### src/rtl/wave_pkg.sv
// rtl/wave_pkg.sv - shared constants, widths and FSM encoding for the wave scheduler
// Contents:
//   size/logsize/acc_width defaults, channel codes, scheduler state enum
package wave_pkg;

    localparam int SIZE_DEF      = 12;
    localparam int LOGSIZE_DEF   = 10;
    localparam int ACC_WIDTH_DEF = 24;

    localparam logic CH_SINE = 1'b0;
    localparam logic CH_TRI  = 1'b1;

    typedef enum logic [1:0] {
        IDLE  = 2'd0,
        REQ_A = 2'd1,
        REQ_B = 2'd2,
        CAP_B = 2'd3
    } wave_state_e;

endpackage

### src/rtl/wave_scheduler_if.sv
// rtl/wave_scheduler_if.sv - waveform memory port shared by scheduler (master) and memory (slave)
// Signals:
//   mem_read     read strobe
//   mem_channel  table select (CH_SINE / CH_TRI)
//   mem_address  table address
//   mem_sample   read data, valid the cycle after mem_read
interface wave_scheduler_if
    import wave_pkg::*;
#(
    parameter int size    = SIZE_DEF,
    parameter int logsize = LOGSIZE_DEF
);

    logic               mem_read;
    logic               mem_channel;
    logic [logsize-1:0] mem_address;
    logic [size-1:0]    mem_sample;

    modport master (
        output mem_read,
        output mem_channel,
        output mem_address,
        input  mem_sample
    );

    modport slave (
        input  mem_read,
        input  mem_channel,
        input  mem_address,
        output mem_sample
    );

endinterface

### src/rtl/phase_acc.sv
// rtl/phase_acc.sv - one voice phase accumulator with step snapshot and sync handling
// Ports:
//   clk, rst   clock, synchronous active-high reset
//   start      accepted tick: capture step_in for this sequence
//   idle       scheduler is idle (sync applies immediately)
//   advance    last cycle of the sequence (increment or deferred clear)
//   sync       phase reset request
//   step_in    tuning word
//   addr       table address = top logsize bits of the accumulator
module phase_acc
    import wave_pkg::*;
#(
    parameter int acc_width = ACC_WIDTH_DEF,
    parameter int logsize   = LOGSIZE_DEF
)
(
    input  logic                 clk,
    input  logic                 rst,
    input  logic                 start,
    input  logic                 idle,
    input  logic                 advance,
    input  logic                 sync,
    input  logic [acc_width-1:0] step_in,
    output logic [logsize-1:0]   addr
);

    logic [acc_width-1:0] acc_q, acc_d;
    logic [acc_width-1:0] step_q, step_d;
    logic                 sync_pend_q, sync_pend_d;

    always_ff @(posedge clk) begin
        if (rst) begin
            acc_q       <= '0;
            step_q      <= '0;
            sync_pend_q <= 1'b0;
        end else begin
            acc_q       <= acc_d;
            step_q      <= step_d;
            sync_pend_q <= sync_pend_d;
        end
    end

    always_comb begin
        acc_d       = acc_q;
        step_d      = start ? step_in : step_q;
        sync_pend_d = sync_pend_q;
        if (idle) begin
            // Clearing here also covers sync arriving together with the tick,
            // so that sequence reads address 0.
            if (sync) begin
                acc_d = '0;
            end
        end else if (advance) begin
            // A sync seen at any point of the sequence replaces the increment.
            acc_d       = (sync_pend_q || sync) ? '0 : acc_q + step_q;
            sync_pend_d = 1'b0;
        end else if (sync) begin
            sync_pend_d = 1'b1;
        end
    end

    assign addr = acc_q[acc_width-1 -: logsize];

endmodule

### src/rtl/wave_scheduler.sv
// rtl/wave_scheduler.sv - time-multiplexes the shared waveform memory between voices A and B
// Ports:
//   clk, rst            clock, synchronous active-high reset
//   enable, tick        tick accepted only when enable=1 and idle
//   sync                phase reset for both accumulators
//   step_a/b, wave_a/b  tuning words and table selects, snapshotted per tick
//   overrun_clr         clears sticky overrun (a same-cycle set wins)
//   mem                 memory port (master modport)
//   sample_a/b          held samples, valid_a/b single-cycle update pulses
//   busy, overrun       not idle / tick arrived while busy
module wave_scheduler
    import wave_pkg::*;
#(
    parameter int size      = SIZE_DEF,
    parameter int logsize   = LOGSIZE_DEF,
    parameter int acc_width = ACC_WIDTH_DEF
)
(
    input  logic                 clk,
    input  logic                 rst,
    input  logic                 enable,
    input  logic                 tick,
    input  logic                 sync,
    input  logic [acc_width-1:0] step_a,
    input  logic [acc_width-1:0] step_b,
    input  logic                 wave_a,
    input  logic                 wave_b,
    input  logic                 overrun_clr,
    wave_scheduler_if.master     mem,
    output logic [size-1:0]      sample_a,
    output logic [size-1:0]      sample_b,
    output logic                 valid_a,
    output logic                 valid_b,
    output logic                 busy,
    output logic                 overrun
);

    wave_state_e state_q, state_d;

    logic               wave_a_q, wave_a_d;
    logic               wave_b_q, wave_b_d;
    logic               chan_q, chan_d;
    logic [logsize-1:0] addr_q, addr_d;
    logic [size-1:0]    sample_a_q, sample_a_d;
    logic [size-1:0]    sample_b_q, sample_b_d;
    logic               valid_a_q, valid_a_d;
    logic               valid_b_q, valid_b_d;
    logic               overrun_q, overrun_d;

    logic               accept;
    logic               idle;
    logic               advance;
    logic [logsize-1:0] addr_a;
    logic [logsize-1:0] addr_b;

    assign idle    = (state_q == IDLE);
    assign advance = (state_q == CAP_B);
    assign accept  = idle && tick && enable;

    phase_acc #(.acc_width(acc_width), .logsize(logsize)) u_acc_a (
        .clk     (clk),
        .rst     (rst),
        .start   (accept),
        .idle    (idle),
        .advance (advance),
        .sync    (sync),
        .step_in (step_a),
        .addr    (addr_a)
    );

    phase_acc #(.acc_width(acc_width), .logsize(logsize)) u_acc_b (
        .clk     (clk),
        .rst     (rst),
        .start   (accept),
        .idle    (idle),
        .advance (advance),
        .sync    (sync),
        .step_in (step_b),
        .addr    (addr_b)
    );

    // State register
    always_ff @(posedge clk) begin
        if (rst) begin
            state_q <= IDLE;
        end else begin
            state_q <= state_d;
        end
    end

    // Next-state logic: fixed four-cycle walk, no stalls
    always_comb begin
        state_d = state_q;
        case (state_q)
            IDLE:    if (accept) state_d = REQ_A;
            REQ_A:   state_d = REQ_B;
            REQ_B:   state_d = CAP_B;
            CAP_B:   state_d = IDLE;
            default: state_d = IDLE;
        endcase
    end

    // Output logic: address/channel fall back to the held copy outside the read states
    always_comb begin
        mem.mem_read    = 1'b0;
        mem.mem_channel = chan_q;
        mem.mem_address = addr_q;
        busy            = !idle;
        case (state_q)
            REQ_A: begin
                mem.mem_read    = 1'b1;
                mem.mem_channel = wave_a_q ? CH_TRI : CH_SINE;
                mem.mem_address = addr_a;
            end
            REQ_B: begin
                mem.mem_read    = 1'b1;
                mem.mem_channel = wave_b_q ? CH_TRI : CH_SINE;
                mem.mem_address = addr_b;
            end
            default: ;
        endcase
    end

    // Datapath registers
    always_ff @(posedge clk) begin
        if (rst) begin
            wave_a_q   <= CH_SINE;
            wave_b_q   <= CH_SINE;
            chan_q     <= CH_SINE;
            addr_q     <= '0;
            sample_a_q <= '0;
            sample_b_q <= '0;
            valid_a_q  <= 1'b0;
            valid_b_q  <= 1'b0;
            overrun_q  <= 1'b0;
        end else begin
            wave_a_q   <= wave_a_d;
            wave_b_q   <= wave_b_d;
            chan_q     <= chan_d;
            addr_q     <= addr_d;
            sample_a_q <= sample_a_d;
            sample_b_q <= sample_b_d;
            valid_a_q  <= valid_a_d;
            valid_b_q  <= valid_b_d;
            overrun_q  <= overrun_d;
        end
    end

    always_comb begin
        wave_a_d   = accept ? wave_a : wave_a_q;
        wave_b_d   = accept ? wave_b : wave_b_q;
        chan_d     = mem.mem_channel;
        addr_d     = mem.mem_address;
        // Read data returns one cycle after the request: A's data is on the
        // bus during REQ_B, B's during CAP_B.
        sample_a_d = (state_q == REQ_B) ? mem.mem_sample : sample_a_q;
        sample_b_d = (state_q == CAP_B) ? mem.mem_sample : sample_b_q;
        valid_a_d  = (state_q == REQ_B);
        valid_b_d  = (state_q == CAP_B);
        if (tick && enable && !idle) begin
            overrun_d = 1'b1;
        end else if (overrun_clr) begin
            overrun_d = 1'b0;
        end else begin
            overrun_d = overrun_q;
        end
    end

    assign sample_a = sample_a_q;
    assign sample_b = sample_b_q;
    assign valid_a  = valid_a_q;
    assign valid_b  = valid_b_q;
    assign overrun  = overrun_q;

endmodule
### src/flat_wrapper.sv
// flat-port wrapper written by rule: the top's interface ports become plain ports
module wave_scheduler_flat import wave_pkg::*;
#(
    parameter int size      = SIZE_DEF,
    parameter int logsize   = LOGSIZE_DEF,
    parameter int acc_width = ACC_WIDTH_DEF
)
  (clk, rst, enable, tick, sync, step_a, step_b, wave_a, wave_b, overrun_clr, sample_a, sample_b, valid_a, valid_b, busy, overrun, mem_mem_read, mem_mem_channel, mem_mem_address, mem_mem_sample);
  wave_scheduler_if #(.size(size), .logsize(logsize)) mem_i ();
  input  logic clk;
  input  logic rst;
  input  logic enable;
  input  logic tick;
  input  logic sync;
  input  logic [acc_width-1:0] step_a;
  input  logic [acc_width-1:0] step_b;
  input  logic wave_a;
  input  logic wave_b;
  input  logic overrun_clr;
  output logic [size-1:0] sample_a;
  output logic [size-1:0] sample_b;
  output logic valid_a;
  output logic valid_b;
  output logic busy;
  output logic overrun;
  output wire logic [$bits(mem_i.mem_read)-1:0] mem_mem_read;
  output wire logic [$bits(mem_i.mem_channel)-1:0] mem_mem_channel;
  output wire logic [$bits(mem_i.mem_address)-1:0] mem_mem_address;
  input wire logic [$bits(mem_i.mem_sample)-1:0] mem_mem_sample;
  assign mem_mem_read = mem_i.mem_read;
  assign mem_mem_channel = mem_i.mem_channel;
  assign mem_mem_address = mem_i.mem_address;
  assign mem_i.mem_sample = mem_mem_sample;
  wave_scheduler #(.size(size), .logsize(logsize), .acc_width(acc_width)) u_core (.clk(clk), .rst(rst), .enable(enable), .tick(tick), .sync(sync), .step_a(step_a), .step_b(step_b), .wave_a(wave_a), .wave_b(wave_b), .overrun_clr(overrun_clr), .mem(mem_i), .sample_a(sample_a), .sample_b(sample_b), .valid_a(valid_a), .valid_b(valid_b), .busy(busy), .overrun(overrun));
endmodule
### config.mk
export PLATFORM = sky130hd
export DESIGN_NAME = wave_scheduler_flat
export DESIGN_NICKNAME = d
export VERILOG_FILES = /design/src/rtl/wave_pkg.sv /design/src/rtl/wave_scheduler_if.sv /design/src/rtl/phase_acc.sv /design/src/rtl/wave_scheduler.sv /design/src/flat_wrapper.sv
export SDC_FILE = /design/constraint.sdc
export NUM_CORES = 1
export LEC_CHECK = 0
export CORE_MARGIN = 2
export CORE_UTILIZATION = 30
export DETAILED_ROUTE_END_ITERATION = 7
export PLACE_DENSITY = 0.47
export SETUP_SLACK_MARGIN = 0.15
export SLEW_MARGIN = 20
export SYNTH_ARGS = -nofsm -noshare
export SYNTH_HDL_FRONTEND = slang
export SYNTH_SLANG_ARGS = --single-unit
### constraint.sdc
create_clock -name clk -period 4 [get_ports clk]
set_input_delay 0.8 -clock clk [delete_from_list [all_inputs] [get_ports clk]]
set_output_delay 0.8 -clock clk [all_outputs]
set_load 0.01 [all_outputs]
; ---- Word level (Yosys, flattened, before mapping)
; Index checks and enable logic that the tools add are counted.
[word_totals]
register_bits = 139
in_bits = 68
output_inout_bits = 40
wordCells = 54
[op_classes]
addsub = 2
n_eq_ne = 5
n_mux = 18
n_bitwise = 1
reduce_logical = 13
[ops]
columns = op, n
row1 = 24-bit two-way mux, 7
row2 = 24-bit adder, 2
row3 = 10-bit case mux with 2 select lines, 1
row4 = 2-bit case mux with 4 select lines, 1
row5 = 1-bit two-way mux, 7
row6 = 2-bit nonzero test, 3
row7 = 2-bit equality test (second input constant), 2
row8 = 1-bit logical AND, 4
row9 = 2-bit AND reduction, 2
row10 = 2-bit by 1-bit equality test with 1-bit output (second input constant), 1
row11 = 2-bit zero test, 1
row12 = 2-bit two-way mux, 1
row13 = 2-bit by 1-bit != test with 1-bit output (second input constant), 1
row14 = 2-bit != test (second input constant), 1
row15 = 1-bit case mux with 2 select lines, 1
row16 = 2-bit OR reduction, 1
row17 = 1-bit zero test, 1
row18 = 1-bit logical OR, 1
row19 = 1-bit NOT, 1

; ---- Longest topological paths before layout
[depth]
word_depth = 5
ltp_mapped = 12
ltp_nobuf = 9

; ---- Modules after synthesis
; A second synthesis with hierarchy kept.
[unflattened]
hier_cells = 862
hier_area_um2 = 7719.9
[modules_own_cells]
columns = mod, instances, cells_per_inst, area_each_um2, seq_area_each_um2
row1 = phase_acc at u_core.u_acc_a, 1, 352, 3061.7, 980.9
row2 = phase_acc at u_core.u_acc_b, 1, 340, 2900.3, 980.9
row3 = wave_scheduler, 1, 170, 1757.9, 840.8

; ---- Worst setup path after synthesis
; OpenSTA, ideal clock, no wires.
[synth_path]
kind = register to register
from = reg u_core.u_acc_a.acc_q[0]
to = reg u_core.u_acc_a.acc_q[10]
setup_ns = 0.117
arrival_time_ns = 2.271
required_ns = 3.883
path_slack_ns = 1.612
path_stages_with_launch = 10
n_path_buf = 0
synth_period_minus_slack_ns = 2.388
cell_sequence = dfxtp_1 -> ha_1 -> fa_1 -> a21oi_1 -> o21ai_0 -> or2_2 -> a41oi_1 -> o21ai_0 -> xor2_1 -> a22o_1
[synth_via]
elab_chain_len = 4
[synth_rtl]
columns = item, line_no
row1 = from (decl), phase_acc.sv:27  ; logic [acc_width-1:0] acc_q, acc_d;
row2 = from (signal assigned), phase_acc.sv:33  ; acc_q <= '0;
row3 = from (signal assigned), phase_acc.sv:37  ; acc_q <= acc_d;
row4 = 24-bit adder, phase_acc.sv:55  ; acc_d = (sync_pend_q || sync) ? '0 : acc_q + step_q;
row5 = 24-bit two-way mux, phase_acc.sv:55
row6 = 24-bit two-way mux, phase_acc.sv:53  ; end else if (advance) begin
row7 = 24-bit two-way mux, phase_acc.sv:47  ; if (idle) begin
; No other way between the ends. The select of a mux whose other input is x is not followed.
; A chain may end at the register's enable or synchronous reset.

; ---- Worst setup path in the final report
[layout_path]
from = reg u_core.state_q[1]
to = out mem_mem_address[3]
[layout_via]
elab_chain_len = 2
elab_cells_between_ends = 3
cone_classes = eq/ne (2) / mux (1)
[layout_rtl]
columns = item, line_no
row1 = from (decl), wave_scheduler.sv:38  ; wave_state_e state_q, state_d;
row2 = from (signal assigned), wave_scheduler.sv:87  ; state_q <= state_d;
row3 = 2-bit equality test or 2-bit by 1-bit equality test with 1-bit output (tied branches), wave_scheduler.sv:109  ; case (state_q)
row4 = 10-bit case mux with 2 select lines *, wave_scheduler.sv:109
row5 = to (decl), flat_wrapper.sv:28  ; output wire logic [$bits(mem_i.mem_address)-1:0] mem_mem_address;
; Mark *: on every way between the ends. The rest lies on a longest branch, timed or not.

==> metrics.csv <==
stage;metric;value;unit
logic_synthesis;cell area after synthesis;7220;sq um
logic_synthesis;synth unique cells;70;
timing;final hold vios;0;
logic_synthesis;sequential area share after synthesis;38.5;%
timing;max frequency;301;MHz
worst_setup_path;Setup CP Type;reg -> out;
global_routing;first-pass GRT wire length;32.4;mm
logic_synthesis;ys async rst share;0;%
power_and_ir_drop;Tot Pwr;0.00448;W
logic_synthesis;Post-synth EDFFs;0;
layout;fin area;9160;sq um
layout;layout cells sized above 1;6.58;%
layout;most frequent cells in the layout;152 x nand2_1, 139 x dfxtp_1, 106 x a21oi_1, 106 x clkdlybuf4s50_1, 78 x nor2_1;
floorplanning;number of I/O pins;108;
floorplanning;Die H;159;um
layout;fill cell count;2513;
logic_synthesis;Cells after Synth;873;
logic_synthesis;Net Count, Synth;993;
logic_synthesis;Synth Warn #;0;
flow_run;max-capacitance violation count;0;
route;routed via count;6323;
global_routing;Global Route Usage Sum;15.6;%
route;initial drt markers;324;
timing;Slew @ Worst Pin;1010;ps
cts;Hold Buf Count CTS;0;
logic_synthesis;top post-synthesis cells by area;dfxtp_1 39%, ha_1 8.7%, nand2_1 7.9%, a21oi_1 7.3%, nor2_1 4.1%;
cts;deepest clock path buffer count;2;
route;Vias/cell;4.89;
cts;CTS H-tree lvls;4;
floorplanning;Std-Cell Rows;56;
cts;Clk pin slew, worst setup/hold paths;70;ps
worst_setup_path;Crit Path Max Fanout;24;
outcome;status;finished, final reports clean;
route;antenna viol nets, final;0;
timing;minimum hold slack;460;ps
layout;multi-input logic area;4210;sq um
layout;commonest non-fill, non-tap cell in the layout;nand2_1;
layout;synth-to-layout area growth;26.7;%
place;PortBufs;107;
layout;Seq. cell area;2780;sq um
logic_synthesis;area leader, netlist;dfxtp_1;
global_routing;vias in the first global route;6386;
cts;setup repair bufs after CTS;0;
floorplanning;Starting Density;30.7;%
layout;Final nets;1080;
timing;final setup fails;0;
logic_synthesis;syn avg cell area;8.28;sq um
global_routing;grt peak-use layer;met2;
route;Pre-antenna DRT Iters;4;
logic_synthesis;top cell type's share of synthesized area;38.5;%
place;dpl cell area;8580;sq um
worst_setup_path;worst setup path startpoint;u_core.state_q[1];
global_routing;M1 GR Usage;19.3;%
power_and_ir_drop;Static Leak;3.58;nW
worst_hold_path;worst hold path class;reg -> reg;
timing;setup TNS;0;ps
cts;CTS root buffer;clkbuf_16;
cts;CTS Sinks;139;
global_routing;largest net degree at the start of global routing;76;
logic_synthesis;FF+latch count, synth;139;
power_and_ir_drop;cell area power density;490;nW/um^2
timing;Max transition margin;32.7;%
route;# DRC;0;
timing;Max Slew Vio Count;0;
worst_setup_path;startpoint types;flip-flop;
worst_hold_path;Hold Path Origin;u_core.u_acc_a.step_q[2];
floorplanning;Die Wd;159;um
global_routing;met2 Resource Use GR;27.2;%
floorplanning;Core Region;23500;sq um
cts;CTS tree;built;
worst_setup_path;WP data arrival;2520;ps
route;Routed WL per cell;15.1;um
timing;RSZ-0062 raised after global routing;no;
logic_synthesis;Synth Flop Type;dfxtp_1;
timing;Setup Skew;12.2;ps
layout;antenna cells;0;
cts;cts bufs inserted;17;
power_and_ir_drop;peak supply drop;328;uV
worst_setup_path;reg-to-reg setup timing slack;1290;ps
cts;Clock Latency Late Sink;430;ps
route;Routed WL;19.5;mm
cts;post-CTS sizing;0;
global_routing;grt total ovfl;0;
worst_setup_path;crit path capture type;output port;
global_routing;grt met3 use;4.45;%
timing;fin crit period;3320;ps
global_routing;initial antenna violation count;0;
timing;final period utilization;83.1;%
place;GPL Wtd Cong;0.799;
floorplanning;full die area;25300;sq um
worst_setup_path;worst path required time;3200;ps
place;dpl hpwl;14.0;mm
worst_setup_path;FF-to-FF Start;u_core.state_q[0];
synthesized netlist by cell type, types with 3 or more instances:
cell type and instances:
a211o_1 4, a211oi_1 4, a21o_1 15, a21oi_1 106, a221o_1 3, a22o_1 6
a22oi_1 28, a31oi_1 6, a41oi_1 3, and2_1 3, and3_1 3, buf_2 11
clkbuf_1 35, dfxtp_1 139, ha_1 50, inv_1 12, mux2i_1 25, nand2_1 152
nand2b_1 4, nand3_1 11, nand4_1 6, nor2_1 79, nor2b_1 16, nor3_1 9
nor4_1 3, o2111ai_1 3, o211ai_1 3, o21ai_0 32, o21ai_1 10, o21bai_1 6
o221ai_1 3, o31ai_1 3, xnor2_1 19, xor2_1 18
critical path, stage by stage, from the launching register on:
cell and delay (ps):
dfxtp_1 380, inv_1 80, ha_1 740, nor2_1 110, a21oi_1 210, clkdlybuf4s50_1 570
per-stage QoR:
stage,std cells,utilization [%],setup WS (ps)
3_3_place_gp,1260,36.5,896
2_1_floorplan,873,-,1610
4_1_cts,1292,38.9,638
3_5_place_dp,1260,36.5,842
6_report,1292,38.9,676
5_1_grt,1292,38.9,423
state kept, by name (all words and copies together) (netlist names):
name                        count
u_core.u_acc_b.acc_q           24
u_core.chan_q                   1
u_core.u_acc_a.acc_q           24
u_core.state_q                  2
u_core.u_acc_a.sync_pend_q      1
u_core.sample_a                12
u_core.addr_q                  10
u_core.wave_b_q                 1
u_core.u_acc_b.step_q          24
u_core.sample_b                12
u_core.wave_a_q                 1
u_core.valid_b                  1
u_core.overrun                  1
u_core.valid_a                  1
u_core.u_acc_a.step_q          24
report_power, final:
group,internal [W],switching (W)
Sequential,0.00152,0.0000720
Combinational,0.000623,0.000735
Clock,0.000830,0.000705
logic make-up (layout without fill, tap and decap cells):
kind of cell | after synthesis | after routing | share of synthesized area (%)
multiplexers | 25 | 25 | 3.46
XOR/XNOR | 37 | 37 | 4.49
flip-flops | 139 | 139 | 38.5
AO/OA/AOI/OAI | 258 | 258 | 22.7
AND/OR/NAND/NOR | 300 | 300 | 18.1
buffers and inverters | 62 | 162 | 3.50
adder cells (fa/ha/maj) | 52 | 52 | 9.21
final cells by class:
cell class / count / area share [%]
well taps: 319 / 4.36
clock inverters: 15 / 1.60
inverters: 13 / 0.533
multi-input cells: 672 / 46.0
clock buffers: 17 / 4.65
repair buffers: 117 / 12.5
flip-flops and latches: 139 / 30.4
routing by layer:
metal | vias up | wire, um
met1 | 2959 | 9020
met3 | 11 | 882
met5 | - | 0
li1 | 3256 | -
met2 | 97 | 9440
met4 | 0 | 154
final timing paths:
kind                                            endpoint  depth (start not counted)
worst max-delay path                  mem_mem_address[3]                          5
worst min-delay path            u_core.u_acc_a.step_q[2]                          2
worst max register to register  u_core.u_acc_a.acc_q[21]                          9
worst min register to register  u_core.u_acc_a.step_q[2]                          2
Power figures use the tool's default switching activity.
